[config.mk]
export PLATFORM = sky130hd
export DESIGN_NAME = if_fetch_unit
export DESIGN_NICKNAME = d
export VERILOG_FILES = /design/src/rtl/if_fetch_unit.sv
export SDC_FILE = /design/constraint.sdc
export NUM_CORES = 1
export LEC_CHECK = 0
export ABC_AREA = 1
export CAP_MARGIN = 20
export CORE_MARGIN = 4
export CORE_UTILIZATION = 52
export DETAILED_ROUTE_END_ITERATION = 7
export PLACE_DENSITY = 0.81
export SETUP_SLACK_MARGIN = 0.1
export SYNTH_ARGS = -nofsm -noshare
export SYNTH_HDL_FRONTEND = slang
export SYNTH_SLANG_ARGS = --single-unit
[constraint.sdc]
create_clock -name clk -period 4.1 [get_ports clk]
set_input_delay 0.82 -clock clk [delete_from_list [all_inputs] [get_ports clk]]
set_output_delay 0.82 -clock clk [all_outputs]
set_load 0.005 [all_outputs]
[src/rtl/if_fetch_unit.sv]
// ---------------------------------------------------------------------------
// if_fetch_unit
//
// Instruction-fetch front end. Walks a sequential fetch pc, runs a
// req/gnt/rvalid handshake with instruction memory (one request in flight
// at most), and queues returned words in a small in-order buffer whose head
// feeds the IF/ID register. A redirect (jb) flushes the buffer, retargets
// the fetch pc and discards any response still in flight.
//
// Ports:
//   clk, rst          clock; asynchronous active-high reset
//   stall             decode not taking the head entry this cycle
//   jb, jb_target     redirect request and its target (low two bits ignored)
//   imem_req/addr     fetch request and word-aligned address
//   imem_gnt          memory accepts the current request
//   imem_rvalid/rdata returned instruction word, one per granted request
//   pc_out/inst_out   head entry (zero when empty)
//   inst_valid        head entry present
// ---------------------------------------------------------------------------
module if_fetch_unit #(
    parameter logic [31:0] RESET_PC = 32'h0000_0000,
    parameter int unsigned DEPTH    = 2
) (
    input  logic        clk,
    input  logic        rst,
    input  logic        stall,
    input  logic        jb,
    input  logic [31:0] jb_target,
    output logic        imem_req,
    output logic [31:0] imem_addr,
    input  logic        imem_gnt,
    input  logic        imem_rvalid,
    input  logic [31:0] imem_rdata,
    output logic [31:0] pc_out,
    output logic [31:0] inst_out,
    output logic        inst_valid
);

    localparam int unsigned PW   = $clog2(DEPTH);
    localparam logic [PW:0] FULL = (PW + 1)'(DEPTH);

    // REQ: may issue; WAIT: response owed; DROP: response owed but stale.
    typedef enum logic [1:0] {S_REQ, S_WAIT, S_DROP} state_t;

    state_t        state, state_nxt;
    logic [31:0]   fetch_pc;
    logic [31:0]   pending_pc;
    logic [PW:0]   count;
    logic [PW-1:0] head, tail;
    logic [31:0]   buf_pc   [DEPTH];
    logic [31:0]   buf_inst [DEPTH];
    logic          issue, push, pop;

    // NOTE: every signal driven here gets a default first, so no path
    // through the case can leave one unassigned and infer a latch.
    always_comb begin
        state_nxt = state;
        imem_req  = 1'b0;
        push      = 1'b0;
        case (state)
            S_REQ: begin
                // Gating on count before issue guarantees the response a slot.
                imem_req = !rst && (count < FULL) && !jb;
                if (imem_req && imem_gnt) state_nxt = S_WAIT;
            end
            S_WAIT: begin
                if (imem_rvalid) begin
                    push      = !jb;     // a response racing a redirect is stale
                    state_nxt = S_REQ;
                end else if (jb) begin
                    state_nxt = S_DROP;
                end
            end
            S_DROP: begin
                if (imem_rvalid) state_nxt = S_REQ;
            end
            default: state_nxt = S_REQ;
        endcase
        issue = imem_req && imem_gnt;
    end

    assign imem_addr  = fetch_pc;
    assign inst_valid = (count != '0);
    assign pop        = inst_valid && !stall && !jb;
    assign pc_out     = inst_valid ? buf_pc[head]   : 32'h0;
    assign inst_out   = inst_valid ? buf_inst[head] : 32'h0;

    // NOTE: state registers use non-blocking assignments so every flop
    // samples the pre-edge values regardless of statement order.
    always_ff @(posedge clk or posedge rst) begin
        if (rst) begin
            state      <= S_REQ;
            fetch_pc   <= RESET_PC;
            pending_pc <= 32'h0;
            count      <= '0;
            head       <= '0;
            tail       <= '0;
        end else begin
            state <= state_nxt;

            if (jb)         fetch_pc <= jb_target & ~32'd3;
            else if (issue) fetch_pc <= fetch_pc + 32'd4;

            if (issue) pending_pc <= fetch_pc;

            if (jb) begin
                count <= '0;
                head  <= '0;
                tail  <= '0;
            end else begin
                // DEPTH is a power of two, so pointers wrap naturally.
                if (push) tail <= tail + 1'b1;
                if (pop)  head <= head + 1'b1;
                case ({push, pop})
                    2'b10:   count <= count + 1'b1;
                    2'b01:   count <= count - 1'b1;
                    default: ;
                endcase
            end
        end
    end

    // NOTE: the storage array is not reset; count alone says which entries
    // are live, and empty-buffer outputs are forced to zero above.
    always_ff @(posedge clk) begin
        if (push) begin
            buf_pc[tail]   <= pending_pc;
            buf_inst[tail] <= imem_rdata;
        end
    end

    // A response landing in a full buffer means the single-outstanding
    // invariant has been broken somewhere.
    a_no_overflow: assert property (@(posedge clk) disable iff (rst)
        !(push && count == FULL));

endmodule

# --- Word level (Yosys, flattened, before mapping) ---
# Memory sizes are Yosys's and may differ from the RTL's.
# Index checks and enable logic that the tools add are counted.
# Widths: inputs -> output; s select.
op_classes:
  eq_ne: 7
  reduce_logical: 16
  n_addsub: 5
  magnitude_cmp: 1
  muxes: 20
ops:
  columns: ["op", "count"]
  rows:
  - ["$mux 32", 4]
  - ["$add 32x3->32 const B", 1]
  - ["$mux 2", 5]
  - ["$mux 1", 9]
  - ["$reduce_bool 2->1", 4]
  - ["$logic_and 1x1->1", 6]
  - ["$pmux 2 s3", 1]
  - ["$eq 2x1->1 const B", 2]
  - ["$eq 2x2->1 const B", 2]
  - ["$ne 2x2->1 const B", 2]
  - ["$pmux 2 s2", 1]
  - ["$logic_not 1->1", 3]
  - ["$ne 3x3->1 const B", 1]
  - ["$reduce_and 3->1", 1]
  - ["$reduce_bool 3->1", 1]
  - ["$add 1x1->1 const B", 2]
  - ["$add 2x1->2 const B", 1]
  - ["$logic_not 2->1", 1]
  - ["$lt 2x2->1 const B", 1]
  - ["$sub 2x1->2 const B", 1]
word_totals:
  ram_bits: 128
  out_inout_bits: 98
  wordCells: 57
  inputBits: 70
  reg_bits: 70
  memories: 2
memory_table:
  columns: ["name", "words", "width", "rd", "rd_clocked_by_memory_dff", "wr", "line_no", "text"]
  rows:
  - ["buf_inst", 2, 32, 1, 0, 1, "51", "logic [31:0] buf_inst [DEPTH];"]
  - ["buf_pc", 2, 32, 1, 0, 1, "50", "logic [31:0] buf_pc [DEPTH];"]

# --- Longest topological paths before layout ---
# Gate-level depths: netlist of the first run.
logic_depth:
  word_depth: 7
  depth_mapped: 10
  ltp_nobuf: 9

# --- Worst setup path after synthesis of the first run ---
# OpenSTA, ideal clock, no wires.
synth_timing:
  kind: "input to register"
  start: "input jb"
  end: "memory buf_inst[1][0] (enable)"
  t_required_ns: 3.618
  setup_slack_ns: -0.382
  n_path_buf: 2
  path_stages: 5
  setup_ns: 0.482
  t_arrival_ns: 4.000
  path_cell_list: "buf_6 > clkinv_4 > clkbuf_1 > nand2_1 > nor2_1"
synth_between:
  elab_chain_len: 5
synth_lines:
  columns: ["element", "line_no", "text"]
  rows:
  - ["from (decl)", "27", "input logic jb,"]
  - ["$logic_not 1->1", "68", "push = !jb;"]
  - ["$mux 1", "67", "if (imem_rvalid) begin"]
  - ["$mux 1", "60", "case (state)"]
  - ["$mux 1", "126", "if (push) begin"]
  - ["$mux 1 (not written as such)", "128", "buf_inst[tail] <= imem_rdata;"]
  - ["to (decl)", "51", null]
# No other way between the ends.

# --- Worst setup path in the final report of the first run ---
layout_timing:
  start: "register count[0]"
  end: "output pc_out[13]"
layout_between:
  elab_chain_len: 2
layout_lines:
  columns: ["element", "line_no", "text"]
  rows:
  - ["from (decl)", "48", "logic [PW:0] count;"]
  - ["from (signal assigned)", "115", "2'b10: count <= count + 1'b1;"]
  - ["from (signal assigned)", "116", "2'b01: count <= count - 1'b1;"]
  - ["$reduce_bool 2->1", "83", "assign inst_valid = (count != '0);"]
  - ["$mux 32", "85", "assign pc_out = inst_valid ? buf_pc[head] : 32'h0;"]
  - ["to (decl)", "34", "output logic [31:0] pc_out,"]
# No other way between the ends.

==> flow_summary.yaml, run 1 <==
cells_and_area:
  fin_cells: 1233
  drive_above_1_share_pct: 5.68
  n_antenna_cell: 0
  area_growth_syn_to_layout_pct: 29.3
  layout.nets: 1080
synthesis:
  synth_cell_type_count: 31
  syn_inst: 854
  ys_seq_elements: 190
  yosys-top-cells-count: "nand2_1 (342), edfxtp_1 (124), nand3_1 (70)"
  ys_warn_count: 0
  ys_seq_area_share_pct: 65.3
  synth_most_common_cell: "nand2_1"
  synth.cell_area_sq_um: 8230
  synth.area.top_cells: "edfxtp_1 (45%), dfrtp_1 (20%), nand2_1 (16%), nand3_1 (4.3%), a21oi_1 (3.8%)"
  synth.avg_cell_area_sq_um: 9.64
  synth_top_area_cell: "edfxtp_1"
  synth_edf_count: 124
  synth_top_area_share_pct: 45.2
  async_flop_share_pct: 34.7
  synthFlopType: "edfxtp_1"
placement:
  port_buffers: 161
  dp_hpwl_um: 12400
  dp.cells: 1201
  place.gp.congestion: 0.920
clock_network:
  cts_setup_buffers: 0
  htree_levels: 4
  clk-insertion-delay-late_ps: 410
  clock_sinks: 190
  clkSlewWorstSetupHoldPaths_ps: 70
  hold_buffers: 0
  numCtsBuffers: 17
  cts_root_buffer: "clkbuf_16"
  clockBufferDepth: 2
  tritoncts: "yes"
  ctsResizeCount: 0
grt:
  grtUsageTotal_pct: 21.2
  antenna_found_initial: 0
  grt_first_pass_wirelength_um: 30600
  gr-total-overflow: 0
  grt_pass1_vias: 6160
  grt_max_degree: 67
timing:
  tightest_slew_ps: 830
  period_needed_ps: 3160
  fin_setup_tns_ps: 0
  maxSlewViolCount: 0
  maxClockFrequency_ghz: 0.317
  slew_headroom_pct: 44.7
  rsz0062_at_grt: "false"
  setup-violations-final: 0
  skew_ps: 5.79
  min_period_over_period_pct: 77.0
  final_hold_viol_count: 0
floorplan:
  fp.coreArea_sq_um: 15400
  die_area_sq_um: 17900
  die_y_um: 134
  die_w_um: 134
  io-pin-count: 168
  initial_core_util_pct: 53.6
  num_rows: 45
critical_path:
  cpMaxStageDelayCell: "nor2_4"
  crit_path_end_kind: "output pin"
  start_kind: "register"
  crit_path_cell_trace: "nor2_4 -> buf_12 -> a21oi_1 -> clkdlybuf4s50_1"
  path_class: "reg -> out"
  path_buf_inv: 2
  cp.required_ps: 3280
  worstPathArrival_ps: 2340
  path_delay_family: "buffers and inverters"
  worstPathMaxFanout: 33
  worst_path_largest_cell_delay_ps: 640
drt:
  final_antenna_net_count: 0
  vias_per_cell: 5.11
  first_pass_iters: 5
  totalWireLength_um: 18600
  vias: 6303
  drcViolationCount: 0
  first_iter_violations: 403
  wire_per_inst_um: 15.0
power:
  switchingPower_mw: 1.49
  p_leak_nw: 4.27
  p_per_area_nw_per_um2: 498
  switching_share_pct: 28.1
  p_comb_share_pct: 22.9
  seq_power_share_pct: 47.1
  p_int_mw: 3.81
  ir_drop_v: 0.000294
  clock_power_share_pct: 30.0
min_path:
  min_path_type: "reg -> reg"
status:
  status: "complete, no violations"
job:
  cap_viol_max_count: 0
-- final cells by class --
type,instances,area [sq um]
timing repair buffer,172,1730
tap,211,264
fill,1161,4730
inverter,54,208
sequential,190,5380
multi-input combinational,574,2490
clock buffer,19,433
clock inverter,13,140
-- routing by layer --
layer	GRT usage, %	up-vias	routed length, um
met1	29.4	2933	7950
met5	0	-	0
met4	5.94	0	335
met2	33.7	233	8790
met3	5.48	24	1480
li1	-	3113	-
-- worst paths after layout --
check / startpoint / to / slack (ps) / cells past startpoint
setup / recovery: count[0]$_DFFE_PP0P_ / pc_out[13] / 940 / 4
min in group asynchronous: rst / imem_addr[5]$_DFFE_PP0P_ / 1010 / 3
hold / removal: state[1]$_DFFE_PP0P_ / state[0]$_DFFE_PP0P_ / 480 / 1
hold reg to reg: state[1]$_DFFE_PP0P_ / state[0]$_DFFE_PP0P_ / 480 / 1
max in group asynchronous: rst / head$_DFFE_PP0P_ / 2490 / 3
setup reg to reg: count[1]$_DFFE_PP0P_ / imem_addr[23]$_DFFE_PP0P_ / 2050 / 9
-- power groups by stage --
stage	Sequential (mW)	Clock, mW	Combinational [mW]
global placement	2.50	0	1.19
global route	2.52	1.68	1.36
finish	2.50	1.59	1.21
floorplan	2.46	0	0.572
CTS	2.49	1.61	1.23
detailed placement	2.53	0	1.22
-- metrics by stage --
step / util (%) / instance area (sq um) / hold slack (ps) / worst slack [ps] / power (mW)
after global routing: 69.2 / 10600 / 487 / 777 / 5.55
after detailed placement: 65.5 / 10100 / 448 / 1010 / 3.75
after global placement: 65.5 / 10100 / 450 / 1020 / 3.70
final: 69.2 / 10600 / 479 / 941 / 5.30
after CTS: 69.2 / 10600 / 471 / 893 / 5.33
after floorplan: - / 8250 / 431 / 642 / 3.03
-- cells in the final DEF (no fill, tap or decap), types with 3 or more instances in the layout --
master           synthesis  routed
inv_6                    0       3
a21oi_1                 63      63
nor2_4                   0       3
buf_4                    5       8
nor2_1                  42      39
buf_12                   0       3
nand3_1                 70      70
clkdlybuf4s50_1          0     161
o21ai_1                  8       8
xnor2_1                  4       4
dfrtp_1                 66      65
nand2_1                342     341
clkinv_2                 0       4
conb_1                   1       4
o21ai_0                 22      22
clkinv_4                 1       4
and2_1                   3       3
edfxtp_1               124     124
inv_1                   52      51
clkbuf_16                0      17
nor2_2                   3       3
-- registers in the layout (all words and copies together), names as in the netlist --
| register | count |
|---|---|
| buf_inst | 64 |
| pending_pc | 30 |
| buf_pc | 60 |
| head | 1 |
| count | 2 |
| tail | 1 |
| imem_addr | 30 |
| state | 2 |
-- cell families (layout without fill, tap and decap cells) --
kind of cell,after synthesis,after routing,synth area share [%]
adders and majority gates,1,1,0.152
buffers and inverters,93,258,4.88
xor gates and xnor gates,5,5,0.532
other,1,4,0.0456
DFF,190,190,65.3
and+or+nand+nor,465,465,22.9
AOI/OAI and AO/OA,99,99,6.23
-- worst register-to-register path: cells and delay by family, from the launching register on --
family / cells / cell delay (ps)
buffers and inverters: 3 / 610
flip-flops: 1 / 440
AND/OR/NAND/NOR: 6 / 880
Power figures use the tool's default switching activity.
==> run 2: changes to the inputs <==
==> constraint.sdc (replaced) <==
create_clock -name clk -period 3 [get_ports clk]
set_input_delay 0.6 -clock clk [delete_from_list [all_inputs] [get_ports clk]]
set_output_delay 0.6 -clock clk [all_outputs]
set_load 0.005 [all_outputs]
==> flow_summary.yaml, run 2 (synthesized netlist as in run 1, its figures left out) <==
grt:
  grtUsageTotal_pct: 21.5
  antenna_found_initial: 0
  grt_max_degree: 69
  grt_pass1_vias: 6138
  gr-total-overflow: 0
  grt_first_pass_wirelength_um: 30600
critical_path:
  crit_path_end_kind: "output pin"
  worstPathArrival_ps: 2150
  cp.required_ps: 2400
  start_kind: "register"
  path_class: "reg -> out"
  worstPathMaxFanout: 37
clock_network:
  clkSlewWorstSetupHoldPaths_ps: 70
  tritoncts: "yes"
  clockBufferDepth: 2
  ctsResizeCount: 0
  cts_setup_buffers: 0
  numCtsBuffers: 17
  htree_levels: 4
  clk-insertion-delay-late_ps: 430
  hold_buffers: 0
  cts_root_buffer: "clkbuf_16"
  clock_sinks: 190
power:
  ir_drop_v: 0.000446
  p_leak_nw: 4.24
  seq_power_share_pct: 48.0
  p_per_area_nw_per_um2: 668
  p_comb_share_pct: 23.5
  clock_power_share_pct: 28.5
  switching_share_pct: 28.5
  p_int_mw: 5.08
  switchingPower_mw: 2.02
cells_and_area:
  drive_above_1_share_pct: 5.57
  top_regs: "buf_inst (64), buf_pc (60)"
  ff_latch_area_sq_um: 5380
  fin_cells: 1235
  mostFrequentLayoutCell: "nand2_1"
  layout.nets: 1082
  fillers: 1169
  utilization_pct: 69.1
  largest_reg_flops: 64
  layout_common_cells: "nand2_1 (341), clkdlybuf4s50_1 (161), edfxtp_1 (124)"
  multiInputGateArea_sq_um: 2490
  area_growth_syn_to_layout_pct: 29.0
  top_register: "buf_inst"
  n_antenna_cell: 0
drt:
  first_pass_iters: 4
  first_iter_violations: 435
  totalWireLength_um: 18600
  m1WireLength_um: 8270
  dr_wl_met3_um: 1190
  vias_per_cell: 5.06
  vias: 6254
  final_antenna_net_count: 0
  wire_per_inst_um: 15.1
  wl_met2_um: 8790
  top_layer: "met4"
  drcViolationCount: 0
placement:
  dp_hpwl_um: 12500
  place.gp.congestion: 0.911
  place_ws_ps: 446
  dp.cells: 1203
  port_buffers: 161
floorplan:
  die_w_um: 134
  num_rows: 45
  io-pin-count: 168
  die_y_um: 134
  initial_core_util_pct: 53.6
  die_area_sq_um: 17900
  fp.coreArea_sq_um: 15400
timing:
  period_needed_ps: 2750
  maxClockFrequency_ghz: 0.363
  maxSlewViolCount: 0
  holdWs_ps: 472
  worst_slack_ps: 248
  min_period_over_period_pct: 91.7
  setup-violations-final: 0
  tightest_slew_ps: 822
  skew_ps: 7.39
  fin_setup_tns_ps: 0
  rsz0062_at_grt: "false"
  final_hold_viol_count: 0
  slew_headroom_pct: 45.2
min_path:
  min_path_type: "reg -> reg"
status:
  status: "complete, no violations"
job:
  cap_viol_max_count: 0
[run 2: cell types whose count changed in the layout (fill, tap and decap cells not counted), sizes merged]
cell / change
buf: +2
bufinv: -2
clkbuf: +3
clkinv: -2
clkinvlp: +5
inv: -4
[run 2: path summary, 6_finish.rpt]
| path | start | end | slack [ps] | cells past startpoint |
|---|---|---|---|---|
| min in group asynchronous | rst | imem_addr[5]$_DFFE_PP0P_ | 830 | 3 |
| hold / removal | pending_pc[20]$_DFFE_PP0P_ | buf_pc[1][20]$_DFFE_PP_ | 470 | 0 |
| setup / recovery | head$_DFFE_PP0P_ | pc_out[29] | 250 | 5 |
| max in group asynchronous | rst | head$_DFFE_PP0P_ | 1600 | 3 |
| setup reg to reg | state[1]$_DFFE_PP0P_ | buf_inst[0][11]$_DFFE_PP_ | 1180 | 6 |
| hold reg to reg | pending_pc[20]$_DFFE_PP0P_ | buf_pc[1][20]$_DFFE_PP_ | 470 | 0 |
[run 2: per-layer routing]
metal  track usage (%)  vias up
met2              33.9      200
met5                 0        -
met4              7.60        0
met3              4.16       31
li1                  -     3125
met1              30.3     2898
[run 2: cell type report]
cell class,count,share of cell area [%]
multi-input cells,574,23.5
inverters,54,1.99
repair buffers,174,16.4
clock buffers,22,4.37
clock inverters,10,0.636
well taps,211,2.49
flip-flops and latches,190,50.6
[run 2: power groups by stage]
stage	clock (mW)	sequential, mW	combinational [mW]
after global routing	2.15	3.44	1.86
after detailed placement	0	3.45	1.68
after CTS	2.05	3.40	1.70
final	2.02	3.41	1.67
after floorplan	0	3.36	0.783
after global placement	0	3.42	1.64
[run 2: worst max-delay path, cell delays in order (launching register included)]
cell             delay [ps]
dfrtp_2                 430
inv_2                    60
buf_4                   350
nand2_1                  90
a21oi_1                 230
clkdlybuf4s50_1         550
[run 2: through the flow]
step / power, mW / instance area (sq um)
floorplan: 4.14 / 8260
global placement: 5.07 / 10100
detailed placement: 5.13 / 10100
CTS: 7.14 / 10600
global route: 7.45 / 10600
finish: 7.10 / 10600
